--- src/rtl/veri_bellegi_hakem.sv ---
// Round-robin arbiter and sequencer sharing one 2^ADRES_GENISLIK x 32 data memory between two requesters.
// Each request is accepted in BOSTA, gets one ERISIM cycle, then a registered one-cycle response.
`timescale 1ns/1ps
module veri_bellegi_hakem #(
    parameter int ADRES_GENISLIK    = 8,
    parameter bit BASLANGIC_ONCELIK = 1'b0
) (
    input  logic        clk,
    input  logic        rst_n,
    input  logic        istek0_gecerli,
    output logic        istek0_hazir,
    input  logic [31:0] istek0_adres,
    input  logic [31:0] istek0_veri,
    input  logic        istek0_yaz,
    input  logic [3:0]  istek0_maske,
    output logic        yanit0_gecerli,
    output logic [31:0] yanit0_veri,
    output logic        yanit0_hata,
    input  logic        istek1_gecerli,
    output logic        istek1_hazir,
    input  logic [31:0] istek1_adres,
    input  logic [31:0] istek1_veri,
    input  logic        istek1_yaz,
    input  logic [3:0]  istek1_maske,
    output logic        yanit1_gecerli,
    output logic [31:0] yanit1_veri,
    output logic        yanit1_hata,
    output logic [31:0] bel_adres,
    output logic [31:0] bel_veri_girisi,
    output logic        bel_yaz,
    input  logic [31:0] bel_veri_cikisi
);

    typedef enum logic {BOSTA, ERISIM} durum_t;

    typedef struct packed {
        logic [31:0] adres;
        logic [31:0] veri;
        logic        yaz;
        logic [3:0]  maske;
    } istek_t;

    durum_t            durum_q, durum_d;
    istek_t            istek_q, istek_d;
    logic              port_q, port_d;
    logic              oncelik_q, oncelik_d;
    logic [1:0]        yanit_gecerli_q, yanit_gecerli_d;
    logic [1:0]        yanit_hata_q, yanit_hata_d;
    logic [1:0][31:0]  yanit_veri_q, yanit_veri_d;

    istek_t     istek_p0, istek_p1, secilen_istek;
    logic [1:0] gecerli;
    logic       secilen, kabul, erisim, hata;
    logic [31:0] maske_bit;

    assign istek_p0      = {istek0_adres, istek0_veri, istek0_yaz, istek0_maske};
    assign istek_p1      = {istek1_adres, istek1_veri, istek1_yaz, istek1_maske};
    assign gecerli       = {istek1_gecerli, istek0_gecerli};
    assign secilen       = (&gecerli) ? oncelik_q : gecerli[1];
    assign secilen_istek = secilen ? istek_p1 : istek_p0;

    // Gating with rst_n keeps hazir low while reset is held, even though the state is already BOSTA.
    assign kabul        = rst_n && (durum_q == BOSTA) && (|gecerli);
    assign istek0_hazir = kabul && !secilen;
    assign istek1_hazir = kabul && secilen;

    assign erisim = (durum_q == ERISIM);
    assign hata   = (istek_q.adres[1:0] != 2'b00) ||
                    ((istek_q.adres >> (ADRES_GENISLIK + 2)) != '0);

    always_comb begin
        for (int i = 0; i < 4; i++) maske_bit[8*i +: 8] = {8{istek_q.maske[i]}};
    end

    // Memory-side outputs are only driven during the access cycle; idle/reset leaves them at zero.
    assign bel_adres       = erisim ? {{(32-ADRES_GENISLIK){1'b0}}, istek_q.adres[ADRES_GENISLIK+1:2]} : '0;
    assign bel_veri_girisi = erisim ? ((bel_veri_cikisi & ~maske_bit) | (istek_q.veri & maske_bit)) : '0;
    assign bel_yaz         = erisim && istek_q.yaz && !hata && (istek_q.maske != 4'b0000);

    always_comb begin
        durum_d         = durum_q;
        istek_d         = istek_q;
        port_d          = port_q;
        oncelik_d       = oncelik_q;
        yanit_gecerli_d = '0;
        yanit_hata_d    = '0;
        yanit_veri_d    = '0;
        case (durum_q)
            BOSTA: begin
                if (kabul) begin
                    durum_d   = ERISIM;
                    istek_d   = secilen_istek;
                    port_d    = secilen;
                    oncelik_d = ~secilen;
                end
            end
            ERISIM: begin
                durum_d                 = BOSTA;
                yanit_gecerli_d[port_q] = 1'b1;
                yanit_hata_d[port_q]    = hata;
                yanit_veri_d[port_q]    = (hata || istek_q.yaz) ? 32'h0 : bel_veri_cikisi;
            end
            default: durum_d = BOSTA;
        endcase
    end

    always_ff @(posedge clk or negedge rst_n) begin
        if (!rst_n) begin
            durum_q         <= BOSTA;
            istek_q         <= '0;
            port_q          <= 1'b0;
            oncelik_q       <= BASLANGIC_ONCELIK;
            yanit_gecerli_q <= '0;
            yanit_hata_q    <= '0;
            yanit_veri_q    <= '0;
        end else begin
            durum_q         <= durum_d;
            istek_q         <= istek_d;
            port_q          <= port_d;
            oncelik_q       <= oncelik_d;
            yanit_gecerli_q <= yanit_gecerli_d;
            yanit_hata_q    <= yanit_hata_d;
            yanit_veri_q    <= yanit_veri_d;
        end
    end

    assign yanit0_gecerli = yanit_gecerli_q[0];
    assign yanit0_hata    = yanit_hata_q[0];
    assign yanit0_veri    = yanit_veri_q[0];
    assign yanit1_gecerli = yanit_gecerli_q[1];
    assign yanit1_hata    = yanit_hata_q[1];
    assign yanit1_veri    = yanit_veri_q[1];

endmodule
--- config.mk ---
export PLATFORM = sky130hd
export DESIGN_NAME = veri_bellegi_hakem
export DESIGN_NICKNAME = d
export VERILOG_FILES = /design/src/rtl/veri_bellegi_hakem.sv
export SDC_FILE = /design/constraint.sdc
export NUM_CORES = 1
export LEC_CHECK = 0
export ABC_AREA = 1
export CAP_MARGIN = 30
export CORE_ASPECT_RATIO = 1.75
export CORE_UTILIZATION = 43
export DETAILED_ROUTE_END_ITERATION = 6
export PLACE_DENSITY = 0.89
export RECOVER_POWER = 25
export SLEW_MARGIN = 20
export SYNTH_ARGS = -nofsm -noshare
export SYNTH_HDL_FRONTEND = slang
export SYNTH_SLANG_ARGS = --single-unit
--- constraint.sdc ---
create_clock -name clk -period 2 [get_ports clk]
set_input_delay 0.4 -clock clk [delete_from_list [all_inputs] [get_ports clk]]
set_output_delay 0.4 -clock clk [all_outputs]
set_load 0.01 [all_outputs]
# Yosys cells after proc, flatten, opt, wreduce, memory -nomap -nowiden
# Cells that the tools add are included.
[totals]
elab_cells = 53
out_inout_bits = 135
register_bits = 140
[op_classes]
n_reduce_logical = 18
n_mux = 14
n_bitwise = 8
n_lt_le_gt_ge = 2
[ops]
columns = ["op", "n"]
rows = [
  ["$mux 32", 3],
  ["$mux 69", 1],
  ["$and 32x32->32", 2],
  ["$and 64x64->64", 1],
  ["$mux 64", 1],
  ["$demux 32 s1", 1],
  ["$not 32->32", 1],
  ["$or 32x32->32", 1],
  ["$reduce_bool 32->1", 1],
  ["$logic_and 1x1->1", 8],
  ["$mux 8", 1],
  ["$mux 2", 2],
  ["$reduce_and 2->1", 2],
  ["$reduce_bool 4->1", 1],
  ["$mux 1", 3],
  ["$and 2x2->2", 1],
  ["$logic_not 1->1", 2],
  ["$logic_or 1x1->1", 2],
  ["$lt 1x2->1 const B", 1],
  ["$not 1->1", 2],
  ["$pmux 1 s2", 1],
  ["$reduce_bool 2->1", 1],
  ["$reduce_or 2->1", 1],
  ["$demux 1 s1", 1],
  ["$ge 1x1->1 const B", 1],
]

# Logic depth before layout (Yosys ltp)
[logic_depth]
word_depth = 6
mapped_depth = 8
mapped_depth_nobuf = 7

# Worst setup path after synthesis
# OpenSTA, ideal clock, no wires.
[synth_timing]
path_type = "register -> output"
start = "register durum_q"
end = "output port istek0_hazir"
setup_slack_ns = 0.523
arrival_time_ns = 1.077
stages_incl_launch_ff = 7
required_time_ns = 1.600
n_path_buf = 1
cell_sequence = "dfrtp_1 -> inv_2 -> nand2_2 -> nor2_8 -> inv_4 -> nor2_4 -> buf_2"
[synth_between]
elab_chain_cells = 4
[synth_lines]
columns = ["item", "line", "source"]
rows = [
  ["from (decl)", "43", "durum_t durum_q, durum_d;"],
  ["from (signal assigned)", "117", "durum_q <= durum_d;"],
  ["$not 1->1 (no source line)", "-", ""],
  ["$logic_and 1x1->1 (2 in series)", "63", "assign kabul = rst_n && (durum_q == BOSTA) && (|gecerli);"],
  ["$logic_and 1x1->1", "64", "assign istek0_hazir = kabul && !secilen;"],
  ["to (decl)", "11", "output logic istek0_hazir,"],
]
# Every way passes these cells.

# Worst setup path in the final report
[layout_timing]
start = "register istek_q[64] in the netlist's numbering"
end = "output port bel_yaz"
[layout_between]
elab_chain_cells = 5
[layout_lines]
columns = ["item", "line", "source"]
rows = [
  ["from (decl)", "44", "istek_t istek_q, istek_d;"],
  ["from (signal assigned)", "118", "istek_q <= istek_d;"],
  ["$reduce_bool 32->1", "69", "((istek_q.adres >> (ADRES_GENISLIK + 2)) != '0);"],
  ["$logic_or 1x1->1", "68", "assign hata = (istek_q.adres[1:0] != 2'b00) ||"],
  ["$logic_not 1->1", "78", "assign bel_yaz = erisim && istek_q.yaz && !hata && (istek_q.maske != 4'b0000);"],
  ["$logic_and 1x1->1 (2 in series)", "78", ""],
  ["to (decl)", "30", "output logic bel_yaz,"],
]
# Every way passes these cells.

==> metrics <==
Max Cap Viol=1; CP startpoint kind=flip-flop; Tot GR Track Use=0.292; Area Growth Syn to Fin=59.2%; Seq/Total Area, Yosys=0.575; critical path class=reg -> out; Ports=309; Hold EP=port_q; share of layout cells above drive strength 1=0.0889; YS warnings=0; area leader, netlist=dfrtp_1; placed cell count=1184; Fillers=1062; initial antenna violation count=0; H-tree levels=4; Max Fanout on Critical Path=2; Req. time, crit path=between 1500 and 2000 ps; clock slew at reported path FFs=60 ps; via count=6300; TritonRoute pass-1 iters=5; M1 GR Usage=0.319; final setup skew=12.3 ps; syn_area_per_cell=8.32 sq um; library cells used by synthesis=24; Final Cycle Share=1.02; most frequent cells in the layout=clkdlybuf4s50_1 (240), nand2_1 (219), nor2_1 (143), dfrtp_1 (139), nand3_1 (96); DRC viols=0; die area=14700 sq um; CTS Buf Count=17; area of the multi-input gates=2240 sq um; R2R depth=10; Fin. Hold Viols=0; vias in the first global route=approximately 6200; largest net degree at the start of global routing=141; core area=13800 sq um; violated checks=capacitance limit, slew limit, setup timing; Post-Syn Area=6090 sq um; Yosys reg bits=140; per-cell routed wire length=17.1 microns; Slew Limit Fails=141; placement-stage cell area=9130 sq um; GR peak layer=met2; DIE WIDTH=92.0 microns; DP Wirelength=15.0 mm; Syn Inst Count=732; worst-case clock buffer depth=2; CP Capture Type=output port; worst min-delay path class=in -> reg; Port Buffer Count=around 280; hold path cells=6; top cells by area, synth=dfrtp_1 (57%), nand2_1 (13%), nor2_1 (8.8%), nand3_1 (7.9%), buf_4 (3.6%); post-route cell area=9700 sq um; reg2reg setup slack=160 ps; Worst R2R Start=durum_q; global placement routability congestion=0.937; die height=159 microns; Root Buffer=clkbuf_16; M2 GR Usage=0.504; Final min period=2050 ps; antenna fix cells=0; first-pass GRT wire length=32.4 mm; most common cell after layout, fill and taps aside=clkdlybuf4s50_1; Row Count=57; vias per cell=5.15; Reg area=3500 sq um; hold_sp=rst_n; Max Freq=488 MHz; status=finished, violations left; Worst-Margin Slew=around 1700 ps; First DRT Iteration DRCs=457; met3 Resource Use GR=0.0606; clk sinks=140; Reg2Reg Capture Point=istek_q[3]; leakage power=around 4.6 nW; Antenna Violating Nets Remaining=0; later-pin clock latency in the skew report=410 ps; hold_buf cts=0; share of the synthesized area in the top cell type=0.575; unrepaired setup endpoints after global routing=true; final WL=20.9 mm; peak supply drop=0.578 mV; power per cell area=roughly 800 nW/um^2; # setup viols final=1; setup ws final=-47.4 ps; Net count, final=approximately 1200; max_slew headroom=-0.158; CTS tree=built; Final Non-Filler Cells=roughly 1200; Crit path arrival time=1650 ps; pre-CTS setup slack=-214 ps; Initial Util=0.440; total grt overflow=0
-- through the flow --
stage,total power [mW],utilization,hold WS (ps),TNS [ps]
final,7.83,0.701,486,-47.4
after detailed placement,4.92,0.660,482,-7690
after global routing,8.18,0.701,508,-241
after floorplan,4.04,-,104,0
after CTS,7.85,0.701,168,-259
after global placement,4.88,0.660,480,-4960
-- area by class of cell --
type / instances / share of cell area
sequential: 140 / 0.361
clock buffer: 18 / 0.0442
tap: 177 / 0.0228
timing repair buffer: 320 / 0.319
multi-input combinational: 532 / 0.231
inverter: 22 / 0.00929
clock inverter: 14 / 0.0128
-- cell usage after synthesis, drive strengths merged --
master  instances
nand2         221
buf            50
clkinv          4
o211ai          5
and3            1
o21ai          34
conb            1
a21oi           1
nand3          96
clkbuf         11
inv            18
a21boi          1
nand4           2
nor2          147
dfrtp         140
-- where the power goes --
group	switching, mW	total, mW	internal, mW	leakage, nW
sequential	0.174	3.30	3.12	1.84
combinational	0.831	1.56	0.730	2.49
clock	1.33	2.97	1.64	0.264
-- layer usage --
| layer | up-vias | routed length, microns |
|---|---|---|
| met5 | - | 0 |
| met4 | 0 | 1490 |
| met3 | 85 | 1440 |
| met2 | 384 | 10800 |
| met1 | 2960 | 7240 |
| li1 | 2871 | - |
-- registers in the layout, summed over array words and instances (netlist names) --
name             flops
yanit1_veri         32
yanit0_veri         32
yanit_hata_q         2
oncelik_q            1
durum_q              1
istek_q             69
port_q               1
yanit_gecerli_q      2
-- kinds of logic after synthesis --
| kind of cell | count (synthesis) | synth area share |
|---|---|---|
| buffers and inverters | 83 | 0.0741 |
| other | 1 | 0.000615 |
| AO/OA/AOI/OAI | 41 | 0.0361 |
| flip-flops | 140 | 0.575 |
| AND/OR/NAND/NOR | 467 | 0.314 |
-- critical path: stages (launching register included) --
cell	delay [ps]
dfrtp_1	380
nor2_1	120
nand2_1	90
nor2_1	110
nand2_1	90
nor2_2	150
and3_4	200
buf_6	100
-- what timing repair did --
| action | 4_1_cts | 5_1_grt |
|---|---|---|
| pin swaps | 0 | 9 |
| setup buffers | 3 | 4 |
| cloned | 0 | 0 |
| setup endpoints to repair | 43 | 14 |
| resized for setup | 64 | 23 |
-- how the worst max path moves through the flow --
| stage | from | endpoint | slack [ps] | cells after the start |
|---|---|---|---|---|
| floorplan | durum_q | istek0_hazir | 520 | 6 |
| global placement | istek1_gecerli | istek1_hazir | -180 | 5 |
| detailed placement | istek1_gecerli | istek1_hazir | -210 | 5 |
| CTS | istek_q[64] | bel_yaz | -180 | 7 |
| global route | istek_q[61] | bel_yaz | -150 | 7 |
| finish | istek_q[64] | bel_yaz | -50 | 7 |
Power figures use the tool's default switching activity.
